===== config.mk =====
export PLATFORM = sky130hd
export DESIGN_NAME = mem_arbiter
export DESIGN_NICKNAME = d
export VERILOG_FILES = /design/src/rtl/mem_arbiter.sv
export SDC_FILE = /design/constraint.sdc
export NUM_CORES = 1
export LEC_CHECK = 0
export CAP_MARGIN = 15
export CORE_MARGIN = 2
export CORE_UTILIZATION = 35
export DETAILED_ROUTE_END_ITERATION = 10
export SYNTH_ARGS = -nofsm -noshare
export SYNTH_HDL_FRONTEND = slang
export SYNTH_SLANG_ARGS = --single-unit

===== constraint.sdc =====
create_clock -name clk -period 3.25 [get_ports clk]
set_input_delay 0.325 -clock clk [delete_from_list [all_inputs] [get_ports clk]]
set_output_delay 0.325 -clock clk [all_outputs]
set_load 0.1 [all_outputs]

===== src/rtl/mem_arbiter.sv =====
// mem_arbiter: shares the single byte-wide RAM port between the ICache and the
// load/store buffer. Each word request is split into byte accesses, and the
// returned bytes are reassembled little-endian.
//   clk, rst (async, active-low), rdy (global ready; low freezes all state)
//   ram_din/ram_dout/ram_a/ram_wr    : byte-wide RAM/IO bus
//   io_buffer_full                   : defers stores that target the I/O window
//   IC_flag/IC_PC -> IC_commit/IC_val          : instruction fetch (4 bytes)
//   LSB_flag/wr/addr/len/data -> LSB_commit/val : load/store of 1, 2 or 4 bytes
//   ROB_jump_flag                    : aborts in-flight reads
module mem_arbiter #(
    parameter int unsigned ADDR_W = 32,
    parameter logic [1:0]  IO_SEL = 2'b11
) (
    input  logic              clk,
    input  logic              rst,
    input  logic              rdy,
    input  logic [7:0]        ram_din,
    output logic [7:0]        ram_dout,
    output logic [ADDR_W-1:0] ram_a,
    output logic              ram_wr,
    input  logic              io_buffer_full,
    input  logic              IC_flag,
    input  logic [31:0]       IC_PC,
    output logic              IC_commit,
    output logic [31:0]       IC_val,
    input  logic              LSB_flag,
    input  logic              LSB_wr,
    input  logic [31:0]       LSB_addr,
    input  logic [1:0]        LSB_len,
    input  logic [31:0]       LSB_data,
    output logic              LSB_commit,
    output logic [31:0]       LSB_val,
    input  logic              ROB_jump_flag
);

    localparam int unsigned DW = 32;
    localparam int unsigned CW = 3;

    localparam logic [1:0] S_IDLE  = 2'd0;
    localparam logic [1:0] S_IC_RD = 2'd1;
    localparam logic [1:0] S_LS_RD = 2'd2;
    localparam logic [1:0] S_LS_WR = 2'd3;

    localparam logic G_IC  = 1'b0;
    localparam logic G_LSB = 1'b1;

    logic [1:0]        state_q, state_d;
    logic [ADDR_W-1:0] addr_q, addr_d;
    logic [CW-1:0]     n_q, n_d;
    logic [CW-1:0]     cnt_q, cnt_d;
    logic [DW-1:0]     buf_q, buf_d;
    logic              last_q, last_d;
    logic [ADDR_W-1:0] ram_a_q, ram_a_d;
    logic [7:0]        ram_dout_q, ram_dout_d;
    logic              ram_wr_q, ram_wr_d;
    logic              ic_commit_q, ic_commit_d;
    logic [DW-1:0]     ic_val_q, ic_val_d;
    logic              lsb_commit_q, lsb_commit_d;
    logic [DW-1:0]     lsb_val_q, lsb_val_d;

    logic          ic_elig_c, lsb_elig_c, lsb_io_block_c;
    logic          grant_ic_c, grant_lsb_c;
    logic [CW-1:0] lsb_n_c;
    logic [DW-1:0] word_c;

    // Eligibility: a requester just served by last cycle's commit is skipped once.
    always_comb begin
        ic_elig_c      = IC_flag && !ic_commit_q;
        lsb_io_block_c = LSB_wr && (LSB_addr[17:16] == IO_SEL) && io_buffer_full;
        lsb_elig_c     = LSB_flag && !lsb_commit_q && !lsb_io_block_c;
        grant_ic_c     = ic_elig_c && (!lsb_elig_c || (last_q == G_LSB));
        grant_lsb_c    = lsb_elig_c && !grant_ic_c;
        case (LSB_len)
            2'b00:   lsb_n_c = CW'(1);
            2'b01:   lsb_n_c = CW'(2);
            default: lsb_n_c = CW'(4);
        endcase
    end

    // Final read word: captured lanes plus the last byte straight from ram_din.
    always_comb begin
        word_c = buf_q;
        for (int l = 0; l < 4; l++) begin
            if (CW'(l + 1) == n_q) word_c[8*l +: 8] = ram_din;
        end
    end

    // Next-state and output logic.
    always_comb begin
        state_d      = state_q;
        addr_d       = addr_q;
        n_d          = n_q;
        cnt_d        = cnt_q;
        buf_d        = buf_q;
        last_d       = last_q;
        ram_a_d      = ram_a_q;
        ram_dout_d   = ram_dout_q;
        ram_wr_d     = ram_wr_q;
        ic_commit_d  = 1'b0;
        ic_val_d     = ic_val_q;
        lsb_commit_d = 1'b0;
        lsb_val_d    = lsb_val_q;

        case (state_q)
            S_IDLE: begin
                // The grant edge is also issue edge 0.
                if (!ROB_jump_flag) begin
                    if (grant_ic_c) begin
                        state_d  = S_IC_RD;
                        addr_d   = ADDR_W'(IC_PC);
                        n_d      = CW'(4);
                        cnt_d    = CW'(1);
                        buf_d    = '0;
                        last_d   = G_IC;
                        ram_a_d  = ADDR_W'(IC_PC);
                        ram_wr_d = 1'b0;
                    end else if (grant_lsb_c) begin
                        state_d  = LSB_wr ? S_LS_WR : S_LS_RD;
                        addr_d   = ADDR_W'(LSB_addr);
                        n_d      = lsb_n_c;
                        cnt_d    = CW'(1);
                        buf_d    = LSB_wr ? LSB_data : '0;
                        last_d   = G_LSB;
                        ram_a_d  = ADDR_W'(LSB_addr);
                        ram_wr_d = LSB_wr;
                        if (LSB_wr) ram_dout_d = LSB_data[7:0];
                    end
                end
            end

            S_IC_RD, S_LS_RD: begin
                if (ROB_jump_flag) begin
                    state_d = S_IDLE;
                    ram_a_d = '0;
                    cnt_d   = '0;
                end else begin
                    cnt_d = cnt_q + CW'(1);
                    if (cnt_q < n_q) ram_a_d = addr_q + ADDR_W'(cnt_q);
                    // Byte for issue k arrives one cycle later; captured at edge k+2.
                    for (int l = 0; l < 4; l++) begin
                        if (CW'(l + 2) == cnt_q) buf_d[8*l +: 8] = ram_din;
                    end
                    if (cnt_q == n_q + CW'(1)) begin
                        state_d = S_IDLE;
                        cnt_d   = '0;
                        if (state_q == S_IC_RD) begin
                            ic_commit_d = 1'b1;
                            ic_val_d    = word_c;
                        end else begin
                            lsb_commit_d = 1'b1;
                            lsb_val_d    = word_c;
                        end
                    end
                end
            end

            S_LS_WR: begin
                // Stores are never aborted by a flush.
                if (cnt_q < n_q) begin
                    cnt_d   = cnt_q + CW'(1);
                    ram_a_d = addr_q + ADDR_W'(cnt_q);
                    for (int l = 0; l < 4; l++) begin
                        if (CW'(l) == cnt_q) ram_dout_d = buf_q[8*l +: 8];
                    end
                end else begin
                    state_d      = S_IDLE;
                    cnt_d        = '0;
                    ram_wr_d     = 1'b0;
                    ram_a_d      = '0;
                    lsb_commit_d = 1'b1;
                end
            end

            default: state_d = S_IDLE;
        endcase
    end

    // State register; rdy low holds everything.
    always_ff @(posedge clk or negedge rst) begin
        if (!rst) begin
            state_q      <= S_IDLE;
            addr_q       <= '0;
            n_q          <= '0;
            cnt_q        <= '0;
            buf_q        <= '0;
            last_q       <= G_IC;
            ram_a_q      <= '0;
            ram_dout_q   <= '0;
            ram_wr_q     <= 1'b0;
            ic_commit_q  <= 1'b0;
            ic_val_q     <= '0;
            lsb_commit_q <= 1'b0;
            lsb_val_q    <= '0;
        end else if (rdy) begin
            state_q      <= state_d;
            addr_q       <= addr_d;
            n_q          <= n_d;
            cnt_q        <= cnt_d;
            buf_q        <= buf_d;
            last_q       <= last_d;
            ram_a_q      <= ram_a_d;
            ram_dout_q   <= ram_dout_d;
            ram_wr_q     <= ram_wr_d;
            ic_commit_q  <= ic_commit_d;
            ic_val_q     <= ic_val_d;
            lsb_commit_q <= lsb_commit_d;
            lsb_val_q    <= lsb_val_d;
        end
    end

    assign ram_a      = ram_a_q;
    assign ram_dout   = ram_dout_q;
    assign ram_wr     = ram_wr_q;
    assign IC_commit  = ic_commit_q;
    assign IC_val     = ic_val_q;
    assign LSB_commit = lsb_commit_q;
    assign LSB_val    = lsb_val_q;

endmodule


=== Yosys cells after proc, flatten, opt, wreduce, memory -nomap -nowiden ===
Index checks and enable logic that the tools add are counted.
W data, S select, Z words.

* Mux-type cells: 65
* Reductions and logical operators: 32
* $lt $le $gt $ge: 1
* Bitwise logic cells: 2
* $add $sub $neg: 3
* Equal/unequal tests: 30

{| class="wikitable"
|+ Operators by type and width
! kind !! count
|-
| $mux W32 || 11
|-
| $mux W8 || 17
|-
| $pmux W32 S3 || 1
|-
| $pmux W32 S2 || 1
|-
| $add A32 B3 Y32 || 1
|-
| $mux W3 || 8
|-
| $reduce_and A6 Y1 || 4
|-
| $ne A2 B2 Y1 const B || 11
|-
| $reduce_and A5 Y1 || 4
|-
| $pmux W8 S2 || 1
|-
| $mux W1 || 15
|-
| $eq A2 B3 Y1 const A || 4
|-
| $mux W2 || 6
|-
| $eq A3 B3 Y1 const A || 3
|-
| $ne A3 B3 Y1 const B || 3
|-
| $pmux W3 S3 || 1
|-
| $reduce_and A4 Y1 || 2
|-
| $reduce_and A8 Y1 || 1
|-
| $logic_and A1 B1 Y1 || 7
|-
| $add A3 B1 Y3 const B || 2
|-
| $eq A1 B3 Y1 const A || 2
|-
| $eq A2 B2 Y1 const B || 3
|-
| $pmux W2 S3 || 1
|-
| $pmux W3 S2 || 1
|-
| other kinds (13) || 23
|}

* Register bits: 180
* Output and inout port bits: 107
* Logic and storage cells: 149
* Bits of input ports: 114

=== Logic depth before layout (Yosys ltp) ===
Gate-level depths: netlist of the first run.

* Depth in word-level cells: 14
* Gate-level depth with buffers: 9

=== Least setup slack after synthesis of the first run ===
OpenSTA, ideal clock, no wires.

* Path kind: register to register
* Start: register ic_commit_q, in the netlist IC_commit
* End: register ram_dout_q[0], in the netlist ram_dout[0]
* Arrival: 2.370 ns
* Setup slack: 0.752 ns
* Setup time: 0.128 ns
* Required time: 3.122 ns
* Clock period less this slack: 2.498 ns
* Stages on the path, launching flop included: 7
* Path through: dfrtp_1 > nor2b_1 > nand2_1 > or4b_1 > a211o_1 > buf_2 > mux2_1

* Cells in the longest elaborated chain, start to end: 7
* Elaborated cells between the ends (all ways): 8
* Classes of those cells: eq/ne: 2; reduce/logical: 6

{| class="wikitable"
|+ RTL lines
! item !! line !! text
|-
| from (decl) || 56 || <nowiki>logic ic_commit_q, ic_commit_d;</nowiki>
|-
| from (signal assigned) || 204 || <nowiki>ic_commit_q <= ic_commit_d;</nowiki>
|-
| $logic_not A1 Y1 (*) || 68 || <nowiki>ic_elig_c = IC_flag && !ic_commit_q;</nowiki>
|-
| $logic_and A1 B1 Y1 (*) || 68 ||
|-
| $logic_and A1 B1 Y1 (*) || 71 || <nowiki>grant_ic_c = ic_elig_c && (!lsb_elig_c || (last_q == G_LSB));</nowiki>
|-
| $logic_not A1 Y1 || 72 || <nowiki>grant_lsb_c = lsb_elig_c && !grant_ic_c;</nowiki>
|-
| $logic_and A1 B1 Y1 || 72 ||
|-
| $ne A2 B2 Y1 (no line) || - ||
|-
| $reduce_and A8 Y1 (no line) (*) || - ||
|-
| to (signal assigned) || 202 || <nowiki>ram_dout_q <= ram_dout_d;</nowiki>
|-
| to (decl) || 54 || <nowiki>logic [7:0] ram_dout_q, ram_dout_d;</nowiki>
|}

Mark *: on every way between the ends. The rest lies on a longest branch, timed or not.
A chain may end at the register's enable or synchronous reset.

=== Worst setup path after layout of the first run ===
* Start: register state_q[0]
* End: register ram_a_q[7], in the netlist ram_a[7]

* Cells in the longest elaborated chain, start to end: 4
* Elaborated cells between the ends (all ways): 10
* Classes of those cells: eq/ne: 6; mux: 1; reduce/logical: 3

{| class="wikitable"
|+ RTL lines
! item !! line !! text
|-
| from (decl) || 47 || <nowiki>logic [1:0] state_q, state_d;</nowiki>
|-
| from (signal assigned) || 195 || <nowiki>state_q <= state_d;</nowiki>
|-
| $eq A2 B1 Y1 or $eq A2 B2 Y1 (tied branches) || 104 || <nowiki>case (state_q)</nowiki>
|-
| $reduce_or A2 Y1 || 104 ||
|-
| $ne A3 B3 Y1 (no line) || - ||
|-
| $reduce_and A4 Y1 (no line) || - ||
|-
| to (signal assigned) || 201 || <nowiki>ram_a_q <= ram_a_d;</nowiki>
|-
| to (decl) || 53 || <nowiki>logic [ADDR_W-1:0] ram_a_q, ram_a_d;</nowiki>
|}

Several ways; a longest one is shown, not always the timed one.

==> results of run 1 <==
==> routing by layer <==
metal	part of all wire, %	vias up	wire length, um
li1	-	3854	-
met5	0.029	-	8
met4	1.4	2	391
met2	47	273	13100
met1	45	3764	12600
met3	6.7	27	1860
==> synthesized netlist by cell type, drive strengths merged (2+ instances only) <==
master / count
buf: 22
a22o: 2
a2bb2oi: 8
a221o: 2
and3: 2
nor2: 86
o22ai: 2
nand3: 8
inv: 28
and2: 9
nor4: 12
a21o: 3
a21oi: 112
o211ai: 3
nand4: 9
clkbuf: 42
dfrtp: 180
xnor2: 23
or4: 2
o2111ai: 2
nor4b: 2
o31ai: 2
or2: 2
o22a: 2
mux2i: 66
a211oi: 2
o21a: 3
o221ai: 27
or3: 5
a31oi: 11
ha: 20
a211o: 2
nor2b: 7
nand2: 91
o21ai: 108
mux2: 9
nand2b: 3
nor3: 17
nor3b: 9
and4: 4
xor2: 5
o31a: 3
==> metrics by stage <==
step,hold slack [ns],area [um^2],setup WS (ns),total power [mW],std cells
floorplan,0.0294,9230,0.752,9.63,964
global placement,0.270,11800,0.637,11.7,1479
detailed placement,0.272,11800,0.535,11.8,1479
CTS,0.380,12400,0.605,14.0,1512
global route,0.391,12400,0.279,14.7,1512
finish,0.375,12400,0.618,13.9,1514
==> layout make-up <==
class | count | share of cell area, %
flip-flops and latches | 180 | 36.2
multi-input cells | 692 | 35.2
repair buffers | 245 | 19.5
clock buffers | 17 | 3.42
well taps | 335 | 3.37
clock inverters | 15 | 1.45
inverters | 28 | 0.844
diodes | 2 | 0.0402
==> cell families (layout without fill, tap and decap cells) <==
logic type / after synthesis / in the layout
other cells: 0 / 2
xor+xnor: 28 / 28
compound gates: 298 / 298
flops: 180 / 180
fa+ha+maj: 21 / 21
simple gates: 270 / 270
mux: 75 / 75
buf+inv: 92 / 305
==> power breakdown <==
group	switching [mW]	internal (mW)	leakage [nW]	total (mW)
registers	0.750	3.15	2.29	3.90
logic	5.63	2.24	2.61	7.87
clock network	1.05	1.05	0.292	2.09
==> critical path: stages (launching register included) <==
cell and delay, ns:
dfrtp_1 0.38, inv_1 0.09, ha_1 0.45, nor2b_1 0.21
o21ai_0 0.28, or3_1 0.73, nor2_1 0.11, a221o_1 0.28
==> how the worst max path moves through the flow <==
| stage | end | slack [ns] | depth (start not counted) | from |
|---|---|---|---|---|
| floorplan | ram_dout[0] | 0.75 | 6 | IC_commit |
| global placement | ram_dout[5] | 0.64 | 6 | LSB_addr[17] |
| detailed placement | ram_a[11] | 0.53 | 7 | LSB_addr[17] |
| CTS | ram_a[7] | 0.60 | 7 | state_q[0] |
| global route | ram_a[10] | 0.28 | 7 | state_q[0] |
| finish | ram_a[7] | 0.62 | 7 | state_q[0] |
==> registers in the layout, summed over array words and instances, names as in the netlist <==
name and cells:
IC_val 32, LSB_val 32, addr_q 32, buf_q 32
ram_a 32, ram_dout 8, cnt_q 3, n_q 3
state_q 2, IC_commit 1, LSB_commit 1, last_q 1
ram_wr 1
==> flow_summary.ini, run 1 <==
[drt]
firstDrtPassIters = 5
wl_per_cell_um = 18.5
drt_iter0_markers = 696
drc_errors = 0
wl_mm = 28.0
ant_nets = 0
vias_per_cell = 5.23
via_count = 7920

[die]
pin_count = 221
initial_core_util_pct = 35.5
rows = 59
die_y_um = 166
coreArea_um2 = 26000
fp.dieArea_um2 = 27700
die_w_um = 166

[grt]
grt_overflow = 0
gr-usage-met2_pct = 33.0
grt.met3_usage_pct = 4.90
grtUsageMet1_pct = 27.9
grt.total_usage_pct = 20.4
busiest_layer = met2
grt_pass1_wl_mm = 44.7
antenna_found_initial = 3
grt_pass1_vias = 7894
grt_max_degree = 80

[sta]
hold_viol_final = 0
rsz0062_at_grt = no
max_freq_ghz = 0.380
tightest_slew_ns = 1.03
finClkSkew_ns = 0.0160
period_share_pct = 81.0
fin_tns_setup_ns = 0
slew_violations = 0
finalCriticalPeriod_ns = 2.63
setup_viol = 0
maxSlewHeadroom_pct = 31.2

[clock_network]
clock_tree.htree_level_count = 4
cts_tree = done
hold_buffers = 1
clock_latency_ns = 0.44
cts_setup_buffers = 0
clockBufferDepth = 2
cts_num_sinks = 180
clkTransAtPathRegs_ns = 0.09
numCtsBuffers = 17
cts-root-buf = clkbuf_16
cts.repair.resized = 0

[layout]
area_delta_synth_final_pct = 34.8
final_layout_size_suffix_gt1_share_pct = 6.80
multiInputGateArea_um2 = 4380
final_common_cell = clkdlybuf4s50_1
fill_cells = 2527
final_cell_mix = clkdlybuf4s50_1, dfrtp_1, a21oi_1
seqCellArea_um2 = 4500
post-route-util_pct = 47.9
fin_nets = 1299

[placed_design]
place_congestion = 0.870
dp_hpwl_mm = 20.5
numPortBuffers = 220

[logic_synthesis]
synth_edf_count = 0
yosys_most_used_dff = dfrtp_1
synth.distinct_cells = 59
yosys.area_share.simple_pct = 14.3
syn_area_um2 = 9230
yosysSeqAreaShare_pct = 48.8
synth-xor-area-share_pct = 2.66
synth_compound_area_share_pct = 19.0
netlist.area_leader.share_pct = 48.8
yosysWarnings = 0
synthTopCellsByArea = dfrtp_1, mux2i_1, a21oi_1, o21ai_0, nand2_1
yosysTopAreaCell = dfrtp_1
synthMuxAreaShare_pct = 8.25
syn_inst = 964
synth_top_family_by_area = compound AO/OA/AOI/OAI gates
synth_seq_cells = 180
async_flop_share_pct = 100
syn-num-nets = 1099
syn_avg_cell_area_um2 = 9.58
synthAdderAreaFrac_pct = 2.93

[status]
status = completed

[critical_path]
worstReg2RegEnd = ram_a[7]
cp.arrival_ns = 2.95
r2r-start = state_q[0]
cp.required_ns = 3.57
criticalPathCategory = flip-flop to flip-flop
rrSetupSlack_ns = 0.62
critPathMaxFanout = 21
critPathLaunchType = flip-flop
rr_worst_depth = 7
endpoint_kind = flip-flop

[power]
p_per_area_nw_per_um2 = 1110
p_leak_nw = 5.19
ir_drop_mv = 0.724

[job]
cap_violations = 0

[hold_path]
min_path_type = primary input to async pin
Power figures use the tool's default switching activity.
==> inputs of run 2 (changes only) <==
- clock period: 3.25 -> 2.28 ns (I/O delays scaled with it)
==> run 2 against run 1 <==
Compared with the run above:
- total power is 46% higher
- largest cell class unchanged
- sequential power is 42% higher
- sequential cell count stayed put
- global-route usage hardly changed
- clock-buffer cell count stayed put
- critical endpoint is now ram_dout[0]
- cell count is 2.7% higher
- critical path depth stayed put
- first-iteration DRC count is 29% lower
- via count is 1.8% higher
- non-clock buffer count is 42 higher
- largest power group unchanged
- combinational power is 47% higher
- clock skew is 0.0040 ns lower
==> flow_summary.ini, run 2 (same netlist as run 1, synthesis figures left out) <==
[grt]
grt_pass1_wl_mm = 44.7
grt_overflow = 0
grt.total_usage_pct = 20.4
grt_max_degree = 65
antenna_found_initial = 1
grt_pass1_vias = 8022

[sta]
tightest_slew_ns = 0.544
hold_slack_ns = 0.306
hold_viol_final = 0
fin_ws_ns = 0.0797
finClkSkew_ns = 0.0120
setup_viol = 0
maxSlewHeadroom_pct = 63.6
period_share_pct = 96.5
max_freq_ghz = 0.454
slew_violations = 0
fin_tns_setup_ns = 0
rsz0062_at_grt = no
finalCriticalPeriod_ns = 2.20

[critical_path]
cp.required_ns = 2.60
critPathMaxFanout = 8
critical_path.slowest_cell = dfrtp_1
criticalPathCategory = flip-flop to flip-flop
cpPeakStageDelay_ns = 0.42
cp.arrival_ns = 2.52
crit_chain = inv_2 > ha_1 > nor2b_1 > o21a_1 > o31a_1 > a211o_4 > mux2_1
critPathLaunchType = flip-flop
endpoint_kind = flip-flop

[power]
p_leak_nw = 5.65
ir_drop_mv = 1.24
p_per_area_nw_per_um2 = 1590

[layout]
final_layout_size_suffix_gt1_share_pct = 19.7
fin_nets = 1341
final_cell_mix = dfrtp_1, buf_4, clkdlybuf4s50_1
instances_no_fill = 1555
area_delta_synth_final_pct = 38.2
final_common_cell = dfrtp_1
post-route-util_pct = 49.1

[placed_design]
numPortBuffers = 220
place_congestion = 0.836
dp_cells = 1517
dp_hpwl_mm = 21.0
pre_cts_slack_ns = -0.127

[clock_network]
clock_tree.htree_level_count = 4
cts_num_sinks = 180
clkTransAtPathRegs_ns = 0.08
numCtsBuffers = 17
clock_latency_ns = 0.44
cts_tree = done
cts-root-buf = clkbuf_16
clockBufferDepth = 2

[status]
status = completed

[die]
rows = 59
initial_core_util_pct = 35.5
die_y_um = 166
pin_count = 221
coreArea_um2 = 26000
die_w_um = 166
fp.dieArea_um2 = 27700

[drt]
wl_per_cell_um = 18.3
firstDrtPassIters = 5
drc_errors = 0
vias_per_cell = 5.19
via_count = 8066
drt_iter0_markers = 496
ant_nets = 0
wl_mm = 28.5

[job]
cap_violations = 0

[hold_path]
min_path_type = primary input to async pin
run 2: final timing paths:
path | from | endpoint | slack [ns] | cells past startpoint
min in group clk | LSB_data[19] | buf_q[19] | 0.42 | 3
max reg2reg | n_q[1] | ram_dout[0] | 0.08 | 7
max | n_q[1] | ram_dout[0] | 0.08 | 7
min | rst | LSB_val[14] | 0.31 | 2
min reg2reg | LSB_val[2] | LSB_val[2] | 0.49 | 2
max in group asynchronous | rst | IC_commit | 1.26 | 3
run 2: power breakdown:
part	internal (mW)	leakage (nW)	total (mW)	switching (mW)
combinational	3.42	3.07	11.6	8.22
clock	1.58	0.294	3.06	1.48
sequential	4.49	2.29	5.53	1.04
run 2: area by class of cell:
type                            instances  area (um^2)
Tap cell                              335          419
Clock buffer                           17          425
Antenna cell                            1         2.50
Timing Repair Buffer                  287         2660
Fill cell                            2503        13200
Sequential cell                       180         4510
Inverter                               28          109
Multi-Input combinational cell        692         4450
Clock inverter                         15          181
run 2: routing by layer:
| metal | GRT usage, % | vias up | part of all wire (%) |
|---|---|---|---|
| met4 | 4.99 | 2 | 1.7 |
| met2 | 33.4 | 251 | 47 |
| li1 | - | 3931 | - |
| met3 | 4.66 | 37 | 5.6 |
| met1 | 27.5 | 3845 | 45 |
| met5 | 0 | - | 0.028 |
run 2: through the flow:
stage,power [mW],instance area [um^2]
after detailed placement,17.1,12000
after global placement,16.9,12000
after floorplan,13.7,9240
after CTS,20.2,12600
final,20.2,12800
after global routing,21.4,12800
run 2: timing repair:
action / in CTS / in global routing
hold buffers: 1 / 0
buffers inserted: 0 / 2
endpoints found under the setup margin: 12 / 107
pin swaps: 0 / 2
cloned: 0 / 2
resized for setup: 3 / 18
endpoints found under the hold margin: 45 / 0
run 2: worst max-delay path, delay by kind of cell (launching register included):
family                   cells  cell delay, ns
AO/OA/AOI/OAI                3            0.84
adder cells (fa/ha/maj)      1            0.28
buffers and inverters        1            0.07
flip-flops                   1            0.42
multiplexers                 1            0.33
AND/OR/NAND/NOR              1            0.14
==> inputs of run 3 (changes only) <==
- RECOVER_POWER: not set -> 25
==> run 3 against run 2 <==
Compared with the run above:
- register-to-register slack barely moved
- fmax did not move
- critical path depth did not move
- die area is the same
- sequential power about the same
- worst setup slack about the same
- clock skew hardly changed
- cell count stayed put
- core utilization shrank 0.072 points
- critical endpoint unchanged
==> flow_summary.ini, run 3 (same netlist as run 1, synthesis figures left out) <==
[status]
status = completed

[layout]
multiInputGateArea_um2 = 4450
final_common_cell = dfrtp_1
fill_cells = 2506
seqCellArea_um2 = 4510
area_delta_synth_final_pct = 38.0
fin_nets = 1341
finalInstanceArea_um2 = 12700
instances_no_fill = 1555
final_cell_mix = dfrtp_1, buf_4, clkdlybuf4s50_1
post-route-util_pct = 49.0
final_layout_size_suffix_gt1_share_pct = 19.7

[critical_path]
cp.required_ns = 2.60
crit_chain = inv_2 > ha_1 > nor2b_1 > o21a_1 > o31a_1 > a211o_4 > mux2_1
critical_path.slowest_cell = dfrtp_1
cp.arrival_ns = 2.52
critPathMaxFanout = 8
criticalPathCategory = flip-flop to flip-flop
endpoint_kind = flip-flop
worstReg2RegEnd = ram_dout[0]
rr_worst_depth = 7
cp-startpoint = n_q[1]
rrSetupSlack_ns = 0.08
cpLargestDelayFamily = compound AO/OA/AOI/OAI gates
r2r-start = n_q[1]
crit_buf_inv = 1
cpPeakStageDelay_ns = 0.42
critPathLaunchType = flip-flop

[placed_design]
place_congestion = 0.836
place_area_um2 = 12000
numPortBuffers = 220
dp_hpwl_mm = 21.0
dp_cells = 1517
pre_cts_slack_ns = -0.127

[power]
cell_internal_pwr_mw = 9.49
p_sw_mw = 10.7
p_comb_share_pct = 57.5
netSwitchingFraction_pct = 53.1
power_frac_clock_pct = 15.1
p_leak_nw = 5.65
power_mw = 20.2
power_frac_seq_pct = 27.4
ir_drop_mv = 1.24
p_per_area_nw_per_um2 = 1590

[drt]
drc_errors = 0
firstDrtPassIters = 5
ant_nets = 0
wl_per_cell_um = 18.3
vias_per_cell = 5.19
via_count = 8067
wl_mm = 28.5
drt_iter0_markers = 494

[grt]
grt_pass1_vias = 8022
grt_pass1_wl_mm = 44.7
grt_max_degree = 65
antenna_found_initial = 1
grt.total_usage_pct = 20.4
grt_overflow = 0

[die]
coreArea_um2 = 26000
die_w_um = 166
fp.dieArea_um2 = 27700
pin_count = 221
rows = 59
initial_core_util_pct = 35.5
die_y_um = 166

[clock_network]
cts_num_sinks = 180
clockBufferDepth = 2
cts-root-buf = clkbuf_16
cts_tree = done
clkTransAtPathRegs_ns = 0.07
clock_latency_ns = 0.44
numCtsBuffers = 17
clock_tree.htree_level_count = 4

[sta]
max_freq_ghz = 0.454
setup_viol = 0
hold_slack_ns = 0.413
fin_tns_setup_ns = 0
hold_viol_final = 0
slew_violations = 0
fin_ws_ns = 0.0797
period_share_pct = 96.5
maxSlewHeadroom_pct = 12.5
finClkSkew_ns = 0.0120
tightest_slew_ns = 1.31
rsz0062_at_grt = no
finalCriticalPeriod_ns = 2.20

[hold_path]
holdCritStartpoint = LSB_data[16]
min_path_type = primary input to flip-flop
whs_endpoint = buf_q[16]
min_path_cells = 3

[job]
cap_violations = 0
-- run 3: changes by cell type in the layout (fill, tap and decap cells not counted) --
| cell | previous run | this run |
|---|---|---|
| buf_6 | 3 | 2 |
| buf_12 | 14 | 13 |
| clkbuf_4 | 0 | 1 |
| clkbuf_2 | 0 | 1 |
-- run 3: worst max path at each step --
| stage | to | cells past startpoint |
|---|---|---|
| after global routing | IC_val[28] | 8 |
| final | ram_dout[0] | 7 |
| after detailed placement | ram_dout[0] | 6 |
| after global placement | ram_a[0] | 9 |
| after CTS | ram_a[20] | 9 |
| after floorplan | ram_dout[0] | 6 |
-- run 3: area by class of cell --
| type | instances | area share [%] |
|---|---|---|
| tap | 335 | 3.29 |
| antenna | 1 | 0.0196 |
| timing repair buffer | 287 | 20.7 |
| clock inverter | 15 | 1.42 |
| inverter | 28 | 0.855 |
| sequential | 180 | 35.4 |
| clock buffer | 17 | 3.34 |
| multi-input combinational | 692 | 35.0 |
-- run 3: timing repair --
action / in CTS / in global routing
setup endpoints to repair: 12 / 107
buffers inserted: 0 / 2
endpoints found under the hold margin: 45 / 0
hold buffers: 1 / 0
gates resized for setup: 3 / 18
cloned: 0 / 2
pin swaps: 0 / 2
-- run 3: worst min-delay path, delay by kind of cell --
family,cells,cell delay (ns)
buffers and inverters,1,0.40
AO/OA/AOI/OAI,2,0.19
-- run 3: routing by layer --
layer | up-vias | global-route usage [%] | wire length, um
met1 | 3853 | 27.5 | 12900
met3 | 37 | 4.66 | 1600
li1 | 3932 | - | -
met2 | 243 | 33.4 | 13400
met5 | - | 0 | 8
met4 | 2 | 4.99 | 490
-- run 3: power by group through the flow --
stage / clock network (mW) / registers, mW / logic [mW]
2_1_floorplan: 0 / 9.92 / 3.80
3_3_place_gp: 0 / 5.57 / 11.4
3_5_place_dp: 0 / 5.58 / 11.5
4_1_cts: 3.12 / 5.54 / 11.5
5_1_grt: 3.24 / 5.73 / 12.4
6_report: 3.06 / 5.53 / 11.6
